`src/rtl/clock_divider_bank.sv`:
```
// clock_divider_bank: multi-channel programmable clock divider / tick generator.
// Each channel counts 0..div and then wraps. On each wrap it either toggles a
// square-wave level or emits a one-cycle tick. New divisors are staged and only
// take effect at the channel's next terminal count, so a period is never cut short.
module clock_divider_bank #(
    parameter int CHANNELS    = 4,
    parameter int CNT_W       = 32,
    parameter int DEFAULT_DIV = 50_000_000,
    parameter int CH_W        = (CHANNELS > 1) ? $clog2(CHANNELS) : 1
) (
    input  logic                CLK,
    input  logic                RST,
    input  logic [CHANNELS-1:0] en,
    input  logic [CHANNELS-1:0] mode,
    input  logic                sync_clr,
    input  logic                div_wr,
    input  logic [CH_W-1:0]     div_ch,
    input  logic [CNT_W-1:0]    div_val,
    output logic [CHANNELS-1:0] ck_out,
    output logic [CHANNELS-1:0] tick,
    output logic [CHANNELS-1:0] pend
);

    logic [CNT_W-1:0]    r_cnt   [CHANNELS];
    logic [CNT_W-1:0]    r_div   [CHANNELS];
    logic [CNT_W-1:0]    r_stage [CHANNELS];
    logic [CHANNELS-1:0] r_ck;
    logic [CHANNELS-1:0] r_tick;
    logic [CHANNELS-1:0] r_pend;

    logic [CHANNELS-1:0] w_wr_hit;
    logic [CHANNELS-1:0] w_term;

    // Decode the write target and each channel's terminal condition.
    // A div_ch value beyond the last channel matches no channel and is dropped.
    always_comb begin
        w_wr_hit = '0;
        w_term   = '0;
        for (int unsigned i = 0; i < CHANNELS; i++) begin
            w_wr_hit[i] = div_wr && (div_ch == CH_W'(i));
            w_term[i]   = (r_cnt[i] >= r_div[i]);
        end
    end

    // Per-channel counter, output level, tick and divisor staging.
    always_ff @(posedge CLK) begin
        if (RST) begin
            for (int unsigned i = 0; i < CHANNELS; i++) begin
                r_cnt[i]   <= '0;
                r_div[i]   <= CNT_W'(DEFAULT_DIV);
                r_stage[i] <= '0;
            end
            r_ck   <= '0;
            r_tick <= '0;
            r_pend <= '0;
        end else begin
            for (int unsigned i = 0; i < CHANNELS; i++) begin
                if (sync_clr) begin
                    r_cnt[i]  <= '0;
                    r_ck[i]   <= 1'b0;
                    r_tick[i] <= 1'b0;
                    if (r_pend[i]) begin
                        r_div[i]  <= r_stage[i];
                        r_pend[i] <= 1'b0;
                    end
                end else if (!en[i]) begin
                    // Idle channel: freeze count and level, flush any staged divisor.
                    r_tick[i] <= 1'b0;
                    if (r_pend[i]) begin
                        r_div[i]  <= r_stage[i];
                        r_pend[i] <= 1'b0;
                    end
                end else begin
                    r_tick[i] <= w_term[i];
                    r_cnt[i]  <= w_term[i] ? '0 : r_cnt[i] + CNT_W'(1);
                    if (mode[i]) begin
                        r_ck[i] <= 1'b0;
                    end else if (w_term[i]) begin
                        r_ck[i] <= ~r_ck[i];
                    end
                    if (w_term[i] && r_pend[i]) begin
                        r_div[i]  <= r_stage[i];
                        r_pend[i] <= 1'b0;
                    end
                end
                // A write lands after any apply above, so a write coinciding
                // with a terminal stays staged for the following terminal.
                if (w_wr_hit[i]) begin
                    r_stage[i] <= div_val;
                    r_pend[i]  <= 1'b1;
                end
            end
        end
    end

    assign ck_out = r_ck;
    assign tick   = r_tick;
    assign pend   = r_pend;

endmodule

```
`config.mk`:
```
export PLATFORM = sky130hd
export DESIGN_NAME = clock_divider_bank
export DESIGN_NICKNAME = d
export VERILOG_FILES = /design/src/rtl/clock_divider_bank.sv
export SDC_FILE = /design/constraint.sdc
export NUM_CORES = 1
export LEC_CHECK = 0
export BUFFER_PORTS_ARGS = -buffer_cell sky130_fd_sc_hd__buf_2
export CAP_MARGIN = 20
export CORE_UTILIZATION = 32
export CTS_BUF_LIST = sky130_fd_sc_hd__clkbuf_8
export CTS_CLUSTER_DIAMETER = 200
export DETAILED_ROUTE_END_ITERATION = 8
export HOLD_SLACK_MARGIN = 0.06
export PLACE_DENSITY = 0.55
export SLEW_MARGIN = 10
export SYNTH_ARGS = -nofsm -noshare
export SYNTH_HDL_FRONTEND = slang
export SYNTH_SLANG_ARGS = --single-unit
```
`constraint.sdc`:
```
create_clock -name CLK -period 4.4 [get_ports CLK]
set_clock_uncertainty 0.15 [all_clocks]
set_input_delay 0.66 -clock CLK [delete_from_list [all_inputs] [get_ports CLK]]
set_output_delay 0.66 -clock CLK [all_outputs]
set_load 0.02 [all_outputs]
```
Word-level counts from Yosys, hierarchy flattened
Memory sizes are Yosys's and may differ from the RTL's.
Cells that the tools add are included.
{"block": "classes", "reduce_logical": 22, "magnitude_cmp": 4, "addsub": 4, "muxes": 137, "n_div": 0, "multipliers": 0, "eq_ne": 7, "n_bitwise": 32, "shift": 0}
{"op": "$mux W32", "count": 28}
{"op": "$add A32 B1 Y32 const B", "count": 4}
{"op": "$ge A32 B32 Y1", "count": 4}
{"op": "$mux W1", "count": 109}
{"op": "$or A1 B1 Y1", "count": 24}
{"op": "$ne A4 B1 Y1 const B", "count": 4}
{"op": "$reduce_or A3 Y1", "count": 4}
{"op": "$logic_and A1 B1 Y1", "count": 8}
{"op": "$not A1 Y1", "count": 8}
{"op": "$reduce_and A2 Y1", "count": 4}
{"op": "$reduce_bool A2 Y1", "count": 4}
{"op": "$eq A2 B2 Y1 const B", "count": 2}
{"op": "$eq A2 B1 Y1 const B", "count": 1}
{"op": "$logic_not A2 Y1", "count": 1}
{"op": "$reduce_or A2 Y1", "count": 1}
{"block": "word_totals", "regBits": 12, "romBits": 0, "ramBits": 384, "in_bits": 46, "out_inout_bits": 12, "mem_count": 3, "latchBits": 0}
{"name": "r_cnt", "depth": 4, "word_bits": 32, "rd": 4, "rd_clocked_by_memory_dff": 0, "write_ports": 4, "line_no": "24", "text": "logic [CNT_W-1:0] r_cnt [CHANNELS];"}
{"name": "r_div", "depth": 4, "word_bits": 32, "rd": 4, "rd_clocked_by_memory_dff": 0, "write_ports": 4, "line_no": "25", "text": "logic [CNT_W-1:0] r_div [CHANNELS];"}
{"name": "r_stage", "depth": 4, "word_bits": 32, "rd": 4, "rd_clocked_by_memory_dff": 0, "write_ports": 4, "line_no": "26", "text": "logic [CNT_W-1:0] r_stage [CHANNELS];"}

Longest topological paths before layout
{"block": "logic_depth", "word_depth": 8, "depth_mapped": 10, "mapped_depth_nobuf": 8}

Worst setup path after synthesis
OpenSTA, ideal clock, no wires.
{"block": "synth_path", "kind": "flip-flop to flip-flop", "start": "memory r_cnt[1][14]", "end": "memory r_div[1][0], enable pin", "arrival_time_ns": 4.185, "path_buffers": 0, "path_stages_with_launch": 8, "required_time_ns": 3.784, "slack_ns": -0.401, "synth_period_minus_slack_ns": 4.801, "path_cell_list": "edfxtp_1 > ha_1 > nand4_1 > nor3_2 > or4b_4 > a31oi_4 > nor3_1 > o21ai_0"}
{"element": "from (decl)", "line_no": "24"}
{"element": "to (decl)", "line_no": "25"}

==> impl_results.md <==
* Routed WL per cell at 16.5 um
* Most common cell after layout, fill and taps aside: edfxtp_1
* Max-cap violations at 0
* CTS buffer count at 69
* Core Area at 61700 sq um
* CTS tree: done
* DP HPWL at 31.3 mm
* Number of global-route vias before repair at 13.1k
* Post-CTS Hold Fix Bufs at 0
* CTS sink cnt at 396
* CP startpoint kind: flip-flop
* RSZ-0062 raised after global routing: no
* CP Data Required Time at 4520 ps
* Die H at 252 um
* PortBufs at 57
* Peak VDD IR at 0.277 mV
* Most common flop cell mapped by yosys: edfxtp_1
* Final period utilization at 77.4%
* EDFF count, synth at 384
* Initial antenna violation count at 10
* Power Dens Cells at 367 nW/um^2
* Crit-path max FO at 31
* Slew at the pin closest to its max-slew limit at 888 ps
* WL final at 44.7 mm
* Largest net degree at the start of global routing at 34
* Chip Width at 252 um
* Internal power at 6.40 mW
* All-Layer GR Usage at 14.5%
* Max Slew Vio Count at 0
* Status: finished clean
* Worst-case clock buffer depth at 3
* CTS root buf: clkbuf_8
* Minimum clock period at 3410 ps
* Initial Utilization at 32.4%
* Antenna Nets Post-Route at 0
* Flop pwr share at 53.0%
* Share of cells above drive strength 1 at 11.2%
* Clock Power Share at 41.1%
* Most frequent cells in the layout: edfxtp_1, nor2_1, inv_1
* Num rows at 91
* Net Sw Frac at 23.5%
* Postcts setup bufs at 0
* Endpoints failing hold at 0
* Syn Nets at 1893
* Fin util at 36.9%
* Synth warnings at 0
* Final Power at 8.37 mW
* CTS resizes at 0
* CP endpoint kind: flip-flop
* First-pass GRT wire length at 70.8 mm
* Placed insts at 2591
* Vias/cell at 4.70
* Clk pin slew, worst setup/hold paths at 60 ps
* CP arrival at 3520 ps
* Iteration-0 DRC count of the detailed router at 1044
* Post-Layout Cell Count at 2719
* Lkg Pwr at 9.07 nW
* Async set-or-reset flop fraction in the synthesized netlist at 0%
* Fmax at 0.294 GHz
* Number of synthesized register bits at 396
* Die area at 63600 sq um
* Worst hold-check path type: in -> reg
* Worst skew pair latency at 640 ps
* Remaining global-route overflow at 0
* Final Wtd Congestion at 0.782
* Crit path kind: reg -> reg
* Comb pwr share at 6.0%
* H-tree depth at 3
* Avg Cell Area, Syn at 11.7 sq um
* # setup viols final at 0
* Io pins at 58
* Pre-Repair DR Iteration Count at 5
* DRC violations left at 0
* TNS Setup at 0 ps
* Final #Nets at 2003
* Total number of vias at 12.8k
* Slew HR at 40.3%
* Mapped cell area at 20000 sq um
* Mapped Cells at 1715
* Syn-to-layout area delta at 13.9%
* Sw Pwr at 1.97 mW
* Distinct cells, synth at 59
* Sequential fraction of the synthesis area at 58.8%
## path summary, 6_finish.rpt
check / from / end / slack (ps) / depth (start not counted)
worst min-delay path: en[2] / tick[2] / 160 / 3
worst min register to register: r_stage[0][23] / r_div[0][23] / 350 / 1
worst max-delay path: r_cnt[0][13] / r_div[0][29] / 990 / 8
worst max register to register: r_cnt[0][13] / r_div[0][29] / 990 / 8
## power groups by stage
stage          clock [mW]  combinational [mW]  sequential [mW]
6_report             3.44               0.498             4.43
5_1_grt              3.70               0.567             4.45
4_1_cts              3.55               0.509             4.44
3_5_place_dp            0               0.505             4.51
3_3_place_gp            0               0.490             4.51
2_1_floorplan           0               0.314             4.48
## per-layer routing
layer / wire (um) / vias to the layer above / GRT usage [%]
li1: - / 6239 / -
met1: 19800 / 6175 / 19.0
met2: 20500 / 275 / 23.3
met3: 3390 / 82 / 3.83
met4: 981 / 10 / 4.33
met5: 61 / - / 0
## kinds of logic (layout without fill, tap and decap cells)
family | Yosys count | after routing | share of synthesized area [%]
AND/OR/NAND/NOR | 719 | 719 | 19.1
AO/OA/AOI/OAI | 125 | 125 | 4.18
other | 0 | 5 | 0
adder cells (fa/ha/maj) | 132 | 132 | 8.25
flip-flops | 396 | 396 | 58.8
buffers and inverters | 224 | 386 | 4.49
XOR/XNOR | 119 | 119 | 5.21
## synth_stat cells (all sizes together) (7+ instances only)
| master | instances | area, sq um |
|---|---|---|
| edfxtp | 384 | 11500 |
| nor2 | 200 | 751 |
| inv | 177 | 664 |
| and2 | 153 | 957 |
| ha | 132 | 1650 |
| nand2 | 85 | 319 |
| xor2 | 71 | 622 |
| and3 | 59 | 369 |
| nand4 | 52 | 338 |
| xnor2 | 48 | 420 |
| nand3 | 45 | 225 |
| a21oi | 44 | 220 |
| o21ai | 28 | 140 |
| clkbuf | 27 | 106 |
| nand3b | 25 | 188 |
| nand2b | 22 | 138 |
| nor3 | 21 | 120 |
| buf | 20 | 128 |
| or2 | 15 | 93.8 |
| dfxtp | 12 | 240 |
| nor4 | 10 | 75.1 |
| or3 | 10 | 62.6 |
| a31oi | 8 | 65.1 |
| and4 | 7 | 61.3 |
## stage by stage
stage / worst slack, ps / hold slack, ps / instance area (sq um)
after floorplan: 436 / 326 / 20000
final: 994 / 161 / 22800
after CTS: 977 / 95.8 / 22800
after detailed placement: 981 / 335 / 21400
after global placement: 935 / 334 / 21400
after global routing: 767 / 124 / 22800
## area by class of cell
type	instances	area [sq um]
sequential	396	11800
tap	837	1050
timing repair buffer	86	536
multi-input combinational	1095	7370
antenna	5	12.5
fill	6152	38900
clock buffer	77	1060
inverter	177	664
clock inverter	46	330
## critical path, stage by stage, from the launching register on
cell	delay, ps
edfxtp_1	480
ha_1	340
nand4_1	150
or4_1	590
a221oi_2	300
o31ai_2	200
nand4_2	250
a21o_1	200
buf_4	380
## sequential cells by signal, indices dropped and copies added, names as in the netlist
register / cells
r_div: 128
tick: 4
r_cnt: 128
r_stage: 128
pend: 4
ck_out: 4
Power figures use the tool's default switching activity.
